`src/rtl/lpf_cap_bank_seq.sv`:
```
// ----------------------------------------------------------------------------
// lpf_cap_bank_seq
//
// Programs the six trimmed capacitor banks of the 3-stage (6th-order) active
// lowpass filter. Each stage has a feedback cap on the op-amp output node and
// a shunt cap from the non-inverting input to ground. A configuration word is
// accepted over valid/ready. The filter output is muted, each code is written
// over a req/ack bank bus, and the sequencer waits for op-amp and RC
// transients to settle. It then unmutes the output and flags the filter valid.
//
// Optional feature (macro LPF_SEQ_SKIP_UNCHANGED_EN):
//   When the macro is defined, any index whose new code matches its valid
//   shadow entry is skipped. If all six codes match, mute/valid are left
//   alone and done pulses in the cycle after the accept. When the macro is
//   undefined, all six indices are always written and no shadow is kept.
//
// Ports:
//   clk         in   rising-edge clock
//   rst_n       in   asynchronous active-low reset
//   cfg_valid   in   configuration offered
//   cfg_ready   out  idle and able to accept
//   cfg_codes   in   6 codes; code i at [i*CODE_W +: CODE_W]
//                    (0 s0 fb, 1 s0 shunt, 2 s1 fb, 3 s1 shunt, 4 s2 fb, 5 s2 shunt)
//   bank_req    out  write request to trim bus
//   bank_addr   out  cap index 0..5 being written
//   bank_code   out  trim code being written
//   bank_ack    in   bank has latched the code
//   filt_mute   out  forces filter output mute switch closed
//   filt_valid  out  filter configured and settled
//   done        out  one-cycle completion pulse
//   err         out  sticky ack-timeout flag (cleared on next accept)
// ----------------------------------------------------------------------------
module lpf_cap_bank_seq #(
    parameter int CODE_W        = 8,
    parameter int SETTLE_CYCLES = 256,
    parameter int ACK_TIMEOUT   = 15
) (
    input  logic                clk,
    input  logic                rst_n,
    input  logic                cfg_valid,
    output logic                cfg_ready,
    input  logic [6*CODE_W-1:0] cfg_codes,
    output logic                bank_req,
    output logic [2:0]          bank_addr,
    output logic [CODE_W-1:0]   bank_code,
    input  logic                bank_ack,
    output logic                filt_mute,
    output logic                filt_valid,
    output logic                done,
    output logic                err
);

    localparam int NCAP = 6;
    localparam int TO_W = (ACK_TIMEOUT > 1) ? $clog2(ACK_TIMEOUT + 1) : 1;
    localparam int ST_W = (SETTLE_CYCLES > 1) ? $clog2(SETTLE_CYCLES + 1) : 1;

    typedef enum logic [2:0] {
        S_IDLE,
        S_WRITE,
        S_GAP,
        S_SETTLE,
        S_DONE
    } state_t;

    state_t                 state;
    logic [6*CODE_W-1:0]    code_q;
    logic [TO_W-1:0]        to_cnt;
    logic [ST_W-1:0]        st_cnt;
    logic [NCAP-1:0]        need_wr;   // index i must be written
    logic [3:0]             first_wr;  // first index to write on accept (6 = none)
    logic [3:0]             next_wr;   // next index to write after bank_addr (6 = none)
    logic                   ack_timeout;

    // Lowest index >= start that needs a write; 6 when there is none.
    function automatic logic [3:0] find_write(input logic [NCAP-1:0] need,
                                              input logic [3:0]      start);
        logic [3:0] r;
        r = 4'd6;
        for (int i = NCAP - 1; i >= 0; i--) begin
            if (4'(i) >= start && need[i]) r = 4'(i);
        end
        return r;
    endfunction

    function automatic logic [CODE_W-1:0] code_at(input logic [6*CODE_W-1:0] codes,
                                                  input logic [2:0]          i);
        return codes[i*CODE_W +: CODE_W];
    endfunction

    assign first_wr    = find_write(need_wr, 4'd0);
    assign next_wr     = find_write(need_wr, {1'b0, bank_addr} + 4'd1);
    assign ack_timeout = (state == S_WRITE) && !bank_ack
                         && (to_cnt == TO_W'(ACK_TIMEOUT - 1));

`ifdef LPF_SEQ_SKIP_UNCHANGED_EN
    // Shadow of the code each bank currently holds, valid only after an ack.
    logic [CODE_W-1:0]   shadow [NCAP];
    logic [NCAP-1:0]     shadow_vld;
    logic [6*CODE_W-1:0] cmp_codes;

    // NOTE: this small array is reset explicitly because the skip decision
    // reads it; large memories are usually left unreset.
    always_ff @(posedge clk or negedge rst_n) begin
        if (!rst_n) begin
            for (int i = 0; i < NCAP; i++) shadow[i] <= '0;
            shadow_vld <= '0;
        end else if (state == S_WRITE && bank_ack) begin
            shadow[bank_addr]     <= bank_code;
            shadow_vld[bank_addr] <= 1'b1;
        end else if (ack_timeout) begin
            // A bank may hold anything after a failed write; trust nothing.
            shadow_vld <= '0;
        end
    end

    // NOTE: every always_comb output gets a default first so no latch is inferred.
    always_comb begin
        need_wr   = '1;
        cmp_codes = (state == S_IDLE) ? cfg_codes : code_q;
        for (int i = 0; i < NCAP; i++) begin
            need_wr[i] = !(shadow_vld[i] && shadow[i] == cmp_codes[i*CODE_W +: CODE_W]);
        end
    end
`else
    // NOTE: every always_comb output gets a default first so no latch is inferred.
    always_comb begin
        need_wr = '1;
    end
`endif

    // NOTE: sequential state uses non-blocking assignments only, so every
    // register samples pre-edge values regardless of statement order.
    always_ff @(posedge clk or negedge rst_n) begin
        if (!rst_n) begin
            state      <= S_IDLE;
            code_q     <= '0;
            to_cnt     <= '0;
            st_cnt     <= '0;
            cfg_ready  <= 1'b1;
            bank_req   <= 1'b0;
            bank_addr  <= '0;
            bank_code  <= '0;
            filt_mute  <= 1'b1;
            filt_valid <= 1'b0;
            done       <= 1'b0;
            err        <= 1'b0;
        end else begin
            done <= 1'b0;
            unique case (state)
                S_IDLE: begin
                    if (cfg_valid) begin
                        code_q    <= cfg_codes;
                        err       <= 1'b0;
                        cfg_ready <= 1'b0;
                        to_cnt    <= '0;
                        if (first_wr == 4'd6) begin
                            // Nothing changed: complete without touching mute/valid.
                            state <= S_DONE;
                            done  <= 1'b1;
                        end else begin
                            filt_mute  <= 1'b1;
                            filt_valid <= 1'b0;
                            bank_req   <= 1'b1;
                            bank_addr  <= first_wr[2:0];
                            bank_code  <= code_at(cfg_codes, first_wr[2:0]);
                            state      <= S_WRITE;
                        end
                    end
                end

                S_WRITE: begin
                    if (bank_ack) begin
                        bank_req <= 1'b0;
                        to_cnt   <= '0;
                        if (next_wr == 4'd6) begin
                            // The idle cycle after the last write is the
                            // first settle cycle.
                            st_cnt <= ST_W'(SETTLE_CYCLES - 1);
                            state  <= S_SETTLE;
                        end else begin
                            state <= S_GAP;
                        end
                    end else if (ack_timeout) begin
                        bank_req   <= 1'b0;
                        to_cnt     <= '0;
                        err        <= 1'b1;
                        filt_mute  <= 1'b1;
                        filt_valid <= 1'b0;
                        cfg_ready  <= 1'b1;
                        state      <= S_IDLE;
                    end else begin
                        to_cnt <= to_cnt + 1'b1;
                    end
                end

                S_GAP: begin
                    bank_req  <= 1'b1;
                    bank_addr <= next_wr[2:0];
                    bank_code <= code_at(code_q, next_wr[2:0]);
                    state     <= S_WRITE;
                end

                S_SETTLE: begin
                    if (st_cnt == '0) begin
                        done       <= 1'b1;
                        filt_valid <= 1'b1;
                        filt_mute  <= 1'b0;
                        state      <= S_DONE;
                    end else begin
                        st_cnt <= st_cnt - 1'b1;
                    end
                end

                S_DONE: begin
                    cfg_ready <= 1'b1;
                    state     <= S_IDLE;
                end

                default: begin
                    cfg_ready <= 1'b1;
                    bank_req  <= 1'b0;
                    state     <= S_IDLE;
                end
            endcase
        end
    end

endmodule

```
`config.mk`:
```
export PLATFORM = sky130hd
export DESIGN_NAME = lpf_cap_bank_seq
export DESIGN_NICKNAME = d
export VERILOG_FILES = /design/src/rtl/lpf_cap_bank_seq.sv
export SDC_FILE = /design/constraint.sdc
export NUM_CORES = 1
export LEC_CHECK = 0
export CORE_UTILIZATION = 50
export CTS_CLUSTER_DIAMETER = 150
export DETAILED_ROUTE_END_ITERATION = 12
export GPL_TIMING_DRIVEN = 0
export HOLD_SLACK_MARGIN = 0.15
export PLACE_DENSITY = 0.75
export SETUP_SLACK_MARGIN = 0.05
export SYNTH_ARGS = -nofsm -noshare
export SYNTH_HDL_FRONTEND = slang
export SYNTH_SLANG_ARGS = --single-unit
```
`constraint.sdc`:
```
create_clock -name clk -period 3.55 [get_ports clk]
set_input_delay 0.8875 -clock clk [delete_from_list [all_inputs] [get_ports clk]]
set_output_delay 0.8875 -clock clk [all_outputs]
set_load 0.05 [all_outputs]
```
==> impl_metrics.py, run 1 <==
metrics = {
    "cts": {
        "clk_path_buf_depth": 2,
        "clkTransAtPathRegs_ps": 80,
        "ctsHoldBuffers": 0,
        "htree_levels": 3,
        "cts_tree": "yes",
        "cts.sinks": 81,
        "clkLatencyLatePin_ps": 360,
        "cts_root_buf": "clkbuf_8",
        "cts_buffers": 9,
        "post_cts_resized": 0,
        "cts_setup_buffers": 0,
    },
    "setup_path": {
        "startpoint_type": "flop",
        "cp.arrival_ps": 1760,
        "path_cells": "clkdlybuf4s50_1",
        "required_ps": 2660,
        "worstSetupPathType": "flop to output pin",
        "cp_slowest_cell": "clkdlybuf4s50_1",
        "setup.worst_path.end_class": "output pin",
        "path_delay_family": "buffers and inverters",
        "critical_path_buf_inv_count": 1,
        "max_stage_delay_ps": 870,
        "worstReg2RegStart": "bank_addr[0]",
        "crit_fanout": 10,
        "crit_start": "bank_addr[1]",
    },
    "placement": {
        "io_buffer_count": 68,
        "dpl.hpwl_mm": 6.44,
        "place_congestion": 0.837,
        "pre_cts_ws_ps": 597,
    },
    "synth": {
        "yosysTopAreaCellShare": 0.502,
        "synth_cell_types": 48,
        "ys_seq_area_frac": 0.516,
        "synth-main-ff-cell": "dfrtp_1",
        "netlist_top_cells_area": "dfrtp_1, mux2_2, a22oi_1",
        "synthCells": 333,
        "ys_ff_latch": 81,
        "synth_commonest_cells": "dfrtp_1, mux2_2, nand2_1",
        "synth_edf_count": 0,
        "synth.most_common_cell": "dfrtp_1",
        "synthesis.area_sq_mm": 0.00394,
        "synth_nets": 392,
        "async_flop_share": 1.00,
        "syn_avg_cell_area_sq_um": 11.8,
        "synth_warnings": 0,
        "synth_top_area_cell": "dfrtp_1",
    },
    "routing": {
        "drcViolationCount": 0,
        "route.met3.wl_um": 362,
        "route.met2.wl_mm": 4.34,
        "routed_wl_mm": 9.00,
        "viasPerCell": 5.62,
        "routedWlPerCell_um": 17.4,
        "dr.first_iter.drc_count": 180,
        "postRouteAntennaNets": 0,
        "drt_first_pass_iters": 4,
        "highest_layer": "met4",
        "wirelength_met1_mm": 4.09,
        "num_vias": 2908,
    },
    "timing": {
        "hold_violations": 0,
        "setup_viol": 0,
        "max-slew-margin-rel": 0.451,
        "fmax_ghz": 0.378,
        "period_share": 0.746,
        "min_period_ps": 2650,
        "tightest_slew_ps": 816,
        "finClkSkew_ps": 12.0,
        "slew_violations": 0,
        "layout_setup_ws_ps": 903,
        "rsz0062_at_grt": "no",
    },
    "floorplanning": {
        "ios": 69,
        "chipWidth_um": 90.7,
        "coreArea_sq_mm": 0.00745,
        "die_area_sq_mm": 0.00823,
        "rows": 31,
        "die_h_um": 90.7,
        "start_util": 0.528,
    },
    "status": {
        "outcome": "finished, final reports clean",
    },
    "power_and_ir_drop": {
        "power_mw": 4.80,
        "powerDensity_mw_per_mm2": 954,
        "vdd_drop_max_mv": 0.555,
        "p_leak_nw": 2.07,
    },
    "final_layout": {
        "seqCellArea_sq_mm": 0.00203,
        "fill_cells": 578,
        "multi_input_area_sq_mm": 0.00178,
        "drive_above_1_share": 0.246,
        "fin_nets": 472,
        "antennaDiodeCount": 0,
        "utilization": 0.676,
        "syn2layout_area_growth_pct": 27.9,
    },
    "global_routing": {
        "antenna_found_initial": 0,
        "grt_pass1_vias": 3000,
        "grt_max_degree": 47,
        "grt_overflow": 0,
        "grt.total_usage": 0.232,
        "grt_pass1_wl_mm": 14.7,
    },
    "hold_path": {
        "holdCritPathClass": "input port to asynchronous set/reset pin",
    },
    "flow_run": {
        "max_cap_viol_count": 0,
    },
}
flip-flops by register name, summed over array words and instances (netlist names), 3 cells and up:
register   flops
bank_addr      3
bank_code      8
code_q        48
st_cnt         9
state          3
to_cnt         4
cells by family (layout without fill, tap and decap cells):
| group | after synthesis | count (layout) | synth area share |
|---|---|---|---|
| adder cells (fa/ha/maj) | 8 | 8 | 0.0248 |
| XOR/XNOR | 4 | 4 | 0.00890 |
| buffers and inverters | 28 | 113 | 0.0331 |
| flip-flops | 81 | 81 | 0.516 |
| multiplexers | 73 | 73 | 0.206 |
| AND/OR/NAND/NOR | 79 | 79 | 0.102 |
| AO/OA/AOI/OAI | 60 | 60 | 0.109 |
metrics by stage:
stage	instances	cell area (sq um)	hold WS [ps]	setup TNS, ps
after CTS	517	5030	502	0
after global placement	500	4740	485	-100780
after floorplan	333	3940	475	0
after detailed placement	501	4760	490	0
after global routing	517	5030	518	0
final	517	5030	488	0
final timing paths:
kind / slack, ps / depth (start not counted) / endpoint
setup / recovery: 900 / 1 / bank_addr[1]
hold / removal: 490 / 1 / st_cnt[0]
setup reg to reg: 1000 / 8 / bank_code[4]
hold reg to reg: 510 / 2 / filt_mute
max in group asynchronous: 2460 / 2 / code_q[1]
min in group clk: 510 / 2 / filt_mute
cell usage in the layout, fill, tap and decap left out, types with 7 or more instances in the layout:
cell,n
dfrtp_1,79
buf_2,8
nand3_1,8
clkbuf_8,9
ha_1,7
nor2_1,16
mux2_2,64
o21ai_0,13
o221ai_1,9
clkdlybuf4s50_1,67
mux2i_1,9
inv_1,12
nand2_1,24
a22oi_1,17
a21oi_1,9
power by group:
| part | total [mW] | internal [mW] | leakage, nW | switching (mW) |
|---|---|---|---|---|
| logic | 2.32 | 1.10 | 0.976 | 1.22 |
| clock network | 0.885 | 0.539 | 0.133 | 0.346 |
| registers | 1.59 | 1.33 | 0.960 | 0.261 |
| total | 4.80 | 2.98 | 2.07 | 1.83 |
layer usage:
layer,up-vias,track usage
li1,1374,-
met1,1445,0.299
met2,72,0.378
met3,17,0.0480
met4,0,0.0995
met5,-,0
area by class of cell:
cell class / count / share of cell area
Sequential cell: 81 / 0.403
Buffer: 16 / 0.0169
Timing Repair Buffer: 69 / 0.140
Clock inverter: 7 / 0.0284
Inverter: 12 / 0.00895
Tap cell: 99 / 0.0246
Clock buffer: 9 / 0.0246
Multi-Input combinational cell: 224 / 0.353
Note: power is estimated with default switching activity, not from simulation.
==> run 2: changes to the inputs <==
--- a/config.mk
+++ b/config.mk
@@ -5,12 +5,12 @@
 export SDC_FILE = /design/constraint.sdc
 export NUM_CORES = 1
 export LEC_CHECK = 0
-export CORE_UTILIZATION = 50
+export CORE_UTILIZATION = 48
 export CTS_CLUSTER_DIAMETER = 150
 export DETAILED_ROUTE_END_ITERATION = 12
 export GPL_TIMING_DRIVEN = 0
 export HOLD_SLACK_MARGIN = 0.15
-export PLACE_DENSITY = 0.75
+export PLACE_DENSITY = 0.76
 export SETUP_SLACK_MARGIN = 0.05
 export SYNTH_ARGS = -nofsm -noshare
 export SYNTH_HDL_FRONTEND = slang
==> constraint.sdc (replaced) <==
create_clock -name clk -period 2.4 [get_ports clk]
set_input_delay 0.6 -clock clk [delete_from_list [all_inputs] [get_ports clk]]
set_output_delay 0.6 -clock clk [all_outputs]
set_load 0.05 [all_outputs]
==> impl_metrics.py, run 2 (same netlist as run 1, synthesis figures left out) <==
metrics = {
    "setup_path": {
        "path_cells": "clkdlybuf4s50_1",
        "startpoint_type": "flop",
        "critical_path_buf_inv_count": 1,
        "cp_slowest_cell": "clkdlybuf4s50_1",
        "crit_fanout": 2,
        "required_ps": 1800,
        "path_delay_family": "buffers and inverters",
        "max_stage_delay_ps": 790,
        "setup.worst_path.end_class": "output pin",
        "cp.arrival_ps": 1700,
        "worstSetupPathType": "flop to output pin",
    },
    "power_and_ir_drop": {
        "switching_power_mw": 2.74,
        "vdd_drop_max_mv": 0.741,
        "p_int_mw": 4.50,
        "powerDensity_mw_per_mm2": 1410,
        "p_leak_nw": 2.09,
        "power_frac_seq": 0.324,
        "swShare": 0.379,
        "clkPwrFrac": 0.167,
        "p_comb_frac": 0.508,
    },
    "floorplanning": {
        "coreArea_sq_mm": 0.00785,
        "chipWidth_um": 92.5,
        "rows": 32,
        "die_area_sq_mm": 0.00856,
        "die_h_um": 92.5,
        "ios": 69,
        "start_util": 0.501,
    },
    "global_routing": {
        "grt.total_usage": 0.228,
        "grt_pass1_wl_mm": 14.7,
        "grt_pass1_vias": 2902,
        "grt_overflow": 0,
        "grt_max_degree": 60,
        "antenna_found_initial": 0,
    },
    "routing": {
        "routed_wl_mm": 8.97,
        "num_vias": 2946,
        "viasPerCell": 5.60,
        "drt_first_pass_iters": 4,
        "routedWlPerCell_um": 17.0,
        "dr.first_iter.drc_count": 147,
        "postRouteAntennaNets": 0,
        "drcViolationCount": 0,
    },
    "cts": {
        "clk_path_buf_depth": 2,
        "htree_levels": 3,
        "cts_buffers": 9,
        "cts_root_buf": "clkbuf_8",
        "cts.sinks": 81,
        "clkLatencyLatePin_ps": 370,
        "cts_tree": "yes",
        "clkTransAtPathRegs_ps": 90,
    },
    "placement": {
        "dp.cells": 504,
        "placed_cell_area_sq_mm": 0.00478,
        "io_buffer_count": 68,
        "dpl.hpwl_mm": 6.31,
        "place_congestion": 0.882,
    },
    "final_layout": {
        "layout_commonest_cell": "dfrtp_1",
        "antennaDiodeCount": 0,
        "final_cell_mix": "dfrtp_1, clkdlybuf4s50_1, mux2_2",
        "stdcell_count": 526,
        "drive_above_1_share": 0.269,
        "utilization": 0.653,
        "syn2layout_area_growth_pct": 30.1,
        "largest_reg_flops": 48,
        "largest_register": "code_q",
        "fin_nets": 478,
        "top_regs": "code_q: 48 flops, st_cnt: 9 flops, bank_code: 8 flops",
        "final_cell_area_sq_mm": 0.00512,
        "fill_cells": 605,
    },
    "timing": {
        "tns_ps": 0,
        "fmax_ghz": 0.435,
        "slew_violations": 0,
        "setup_viol": 0,
        "max-slew-margin-rel": 0.463,
        "hold_violations": 0,
        "period_share": 0.957,
        "finClkSkew_ps": 9.27,
        "min_period_ps": 2300,
        "tightest_slew_ps": 798,
        "rsz0062_at_grt": "no",
    },
    "status": {
        "outcome": "finished, final reports clean",
    },
    "flow_run": {
        "max_cap_viol_count": 0,
    },
    "hold_path": {
        "holdCritPathClass": "flop to flop",
    },
}
## run 2: worst paths after layout
path                         startpoint      endpoint  slack, ps  depth (start not counted)
max                           filt_mute     filt_mute        100                          1
min reg2reg                   code_q[3]     code_q[3]        510                          1
max in group asynchronous         rst_n     cfg_ready       1100                          3
max reg2reg                bank_addr[0]  bank_code[0]        170                          8
min                           code_q[3]     code_q[3]        510                          1
min in group asynchronous         rst_n     st_cnt[0]        660                          2
## run 2: power groups by stage
stage                     Clock (mW)  Combinational, mW  Sequential, mW
after global routing            1.28               3.98            2.44
after CTS                       1.23               3.55            2.34
final                           1.21               3.68            2.35
after floorplan                    0               2.21            2.64
after global placement             0               3.36            2.35
after detailed placement           0               3.43            2.37
## run 2: per-stage QoR
stage          setup slack, ps  total power [mW]  hold slack, ps
2_1_floorplan             98.2              4.85             304
3_3_place_gp             -2430              5.71             484
5_1_grt                   42.0              7.69             520
6_report                   102              7.24             508
4_1_cts                   87.2              7.12             510
3_5_place_dp              -254              5.80             492
## run 2: what timing repair did
action	in CTS	in global routing
pin swaps	0	1
setup endpoints to repair	5	18
hold buffers	1	0
gates resized for setup	1	9
buffers inserted	2	3
hold endpoints to repair	22	0
## run 2: area by class of cell
type / instances / area (sq um) / area share
plain buffers: 16 / 90.1 / 0.0176
clock buffers: 9 / 124 / 0.0242
clock inverters: 7 / 119 / 0.0232
inverters: 12 / 45.0 / 0.00880
multi-input cells: 224 / 1810 / 0.353
flip-flops and latches: 81 / 2030 / 0.397
well taps: 102 / 128 / 0.0249
repair buffers: 75 / 777 / 0.152
## run 2: per-layer routing
| metal | GRT usage | part of all wire | routed length [um] |
|---|---|---|---|
| met1 | 0.308 | 0.44 | 3960 |
| met4 | 0.0990 | 0.019 | 172 |
| met3 | 0.0460 | 0.058 | 516 |
| met5 | 0 | 0 | 0 |
| met2 | 0.357 | 0.48 | 4320 |
## run 2: worst register-to-register path, cell delays in order, from the launching register on
cell      delay, ps
dfrtp_2         420
clkbuf_4        210
inv_1            60
ha_2            390
and3_1          190
buf_6           160
mux2_2          370
a22oi_1         150
o221ai_1        140
==> run 3: changes to the inputs <==
--- a/config.mk
+++ b/config.mk
@@ -5,12 +5,13 @@
 export SDC_FILE = /design/constraint.sdc
 export NUM_CORES = 1
 export LEC_CHECK = 0
-export CORE_UTILIZATION = 48
+export CORE_UTILIZATION = 50
 export CTS_CLUSTER_DIAMETER = 150
 export DETAILED_ROUTE_END_ITERATION = 12
+export DONT_BUFFER_PORTS = 1
 export GPL_TIMING_DRIVEN = 0
 export HOLD_SLACK_MARGIN = 0.15
-export PLACE_DENSITY = 0.76
+export PLACE_DENSITY = 0.67
 export SETUP_SLACK_MARGIN = 0.05
 export SYNTH_ARGS = -nofsm -noshare
 export SYNTH_HDL_FRONTEND = slang
==> impl_metrics.py, run 3 (same netlist as run 1, synthesis figures left out) <==
metrics = {
    "final_layout": {
        "fin_nets": 412,
        "utilization": 0.594,
        "seqCellArea_sq_mm": 0.00204,
        "fill_cells": 648,
        "drive_above_1_share": 0.330,
        "top_regs": "code_q: 48 flops, st_cnt: 9 flops, bank_code: 8 flops",
        "syn2layout_area_growth_pct": 12.5,
        "stdcell_count": 457,
        "multi_input_area_sq_mm": 0.00183,
        "largest_reg_flops": 48,
        "final_cell_mix": "dfrtp_1, mux2_2, nand2_1",
        "antennaDiodeCount": 0,
        "layout_commonest_cell": "dfrtp_1",
        "largest_register": "code_q",
    },
    "hold_path": {
        "holdCritPathClass": "input port to asynchronous set/reset pin",
    },
    "timing": {
        "finClkSkew_ps": 9.59,
        "setup_viol": 0,
        "fmax_ghz": 0.442,
        "max-slew-margin-rel": 0.544,
        "whs_ps": -62.0,
        "min_period_ps": 2260,
        "hold_violations": 79,
        "slew_violations": 0,
        "period_share": 0.943,
        "rsz0062_at_grt": "no",
        "tns_ps": 0,
        "tightest_slew_ps": 678,
    },
    "status": {
        "outcome": "finished, violations left",
        "violations": "negative hold slack",
    },
    "setup_path": {
        "path_cells": "buf_6 -> inv_1 -> ha_4 -> and3_4 -> clkbuf_4 -> a21oi_4 -> buf_6 -> mux2i_2 -> o221ai_1",
        "setup.worst_path.end_class": "flop",
        "cp_common_cell": "buf_6",
        "cp_slowest_cell": "dfrtp_4",
        "required_ps": 2600,
        "startpoint_type": "flop",
        "max_stage_delay_ps": 600,
        "cp.arrival_ps": 2470,
        "crit_fanout": 7,
        "worstSetupPathType": "flop to flop",
    },
    "placement": {
        "io_buffer_count": 0,
        "dp.cells": 432,
        "dpl.hpwl_mm": 5.86,
        "place_congestion": 0.881,
    },
    "floorplanning": {
        "die_area_sq_mm": 0.00823,
        "ios": 69,
        "chipWidth_um": 90.7,
        "coreArea_sq_mm": 0.00745,
        "start_util": 0.528,
        "die_h_um": 90.7,
        "rows": 31,
    },
    "power_and_ir_drop": {
        "powerDensity_mw_per_mm2": 1570,
        "vdd_drop_max_mv": 0.794,
        "p_leak_nw": 1.81,
    },
    "routing": {
        "postRouteAntennaNets": 0,
        "dr.first_iter.drc_count": 191,
        "drt_first_pass_iters": 4,
        "num_vias": 2667,
        "viasPerCell": 5.84,
        "drcViolationCount": 0,
        "routed_wl_mm": 8.62,
        "routedWlPerCell_um": 18.9,
    },
    "global_routing": {
        "grt.total_usage": 0.220,
        "grt_max_degree": 82,
        "antenna_found_initial": 1,
        "grt_pass1_vias": 2768,
        "grt_overflow": 0,
        "grt_pass1_wl_mm": 13.8,
    },
    "cts": {
        "clkTransAtPathRegs_ps": 80,
        "htree_levels": 3,
        "cts_tree": "yes",
        "clk_path_buf_depth": 2,
        "cts_root_buf": "clkbuf_8",
        "cts.sinks": 81,
        "cts_buffers": 9,
        "clkLatencyLatePin_ps": 350,
    },
    "flow_run": {
        "max_cap_viol_count": 0,
    },
}
-- run 3: changes by cell type in the layout (fill, tap and decap cells not counted), moves of 2 or more --
cell,change
dfrtp_4,+2
dfrtp_2,-2
buf_12,-2
clkdlybuf4s50_1,-66
buf_6,+3
-- run 3: layer usage --
metal  track usage  up-vias  share of wire
met5             0        -              0
met4        0.0820        0          0.019
li1              -     1248              -
met1         0.283     1323           0.43
met2         0.336       80           0.47
met3        0.0825       16          0.083
-- run 3: layout make-up --
| cell class | instances | area share |
|---|---|---|
| plain buffers | 16 | 0.0206 |
| clock buffers | 10 | 0.0311 |
| clock inverters | 6 | 0.0206 |
| inverters | 12 | 0.0102 |
| multi-input cells | 224 | 0.413 |
| flip-flops and latches | 81 | 0.460 |
| well taps | 99 | 0.0280 |
| repair buffers | 9 | 0.0164 |
-- run 3: through the flow --
stage / power [mW] / instance area, sq um / worst slack, ps / hold slack, ps
CTS: 6.77 / 4350 / 61.3 / -74.3
finish: 6.93 / 4430 / 136 / -62.0
floorplan: 4.85 / 3950 / 98.2 / 304
detailed placement: 5.49 / 4070 / -212 / 306
global route: 7.37 / 4430 / 51.0 / -88.0
global placement: 5.42 / 4070 / -214 / 306
-- run 3: final timing paths --
path | depth (start not counted) | startpoint | slack (ps) | endpoint
max in group asynchronous | 0 | rst_n | 2260 | cfg_ready
min reg2reg | 1 | code_q[35] | 510 | code_q[35]
max reg2reg | 9 | bank_addr[0] | 140 | bank_code[1]
min | 0 | rst_n | -60 | st_cnt[6]
min in group clk | 1 | cfg_codes[20] | 390 | code_q[20]
max | 9 | bank_addr[0] | 140 | bank_code[1]
-- run 3: power by group --
part	total (mW)	internal, mW	switching [mW]
combinational	3.06	1.64	1.42
clock	1.13	0.616	0.509
sequential	2.75	1.98	0.773
-- run 3: critical path, delay by kind of cell (launching register included) --
family | cells | cell delay, ps
DFF | 1 | 600
adders and majority gates | 1 | 230
muxes | 1 | 230
AOI/OAI and AO/OA | 2 | 330
and+or+nand+nor | 1 | 160
buffers and inverters | 4 | 580
-- run 3: repair_timing --
action	4_1_cts	5_1_grt
gates resized for setup	7	10
hold endpoints to repair	81	81
pin swaps	0	1
gates cloned	0	1
setup buffers	5	3
endpoints found under the setup margin	19	8
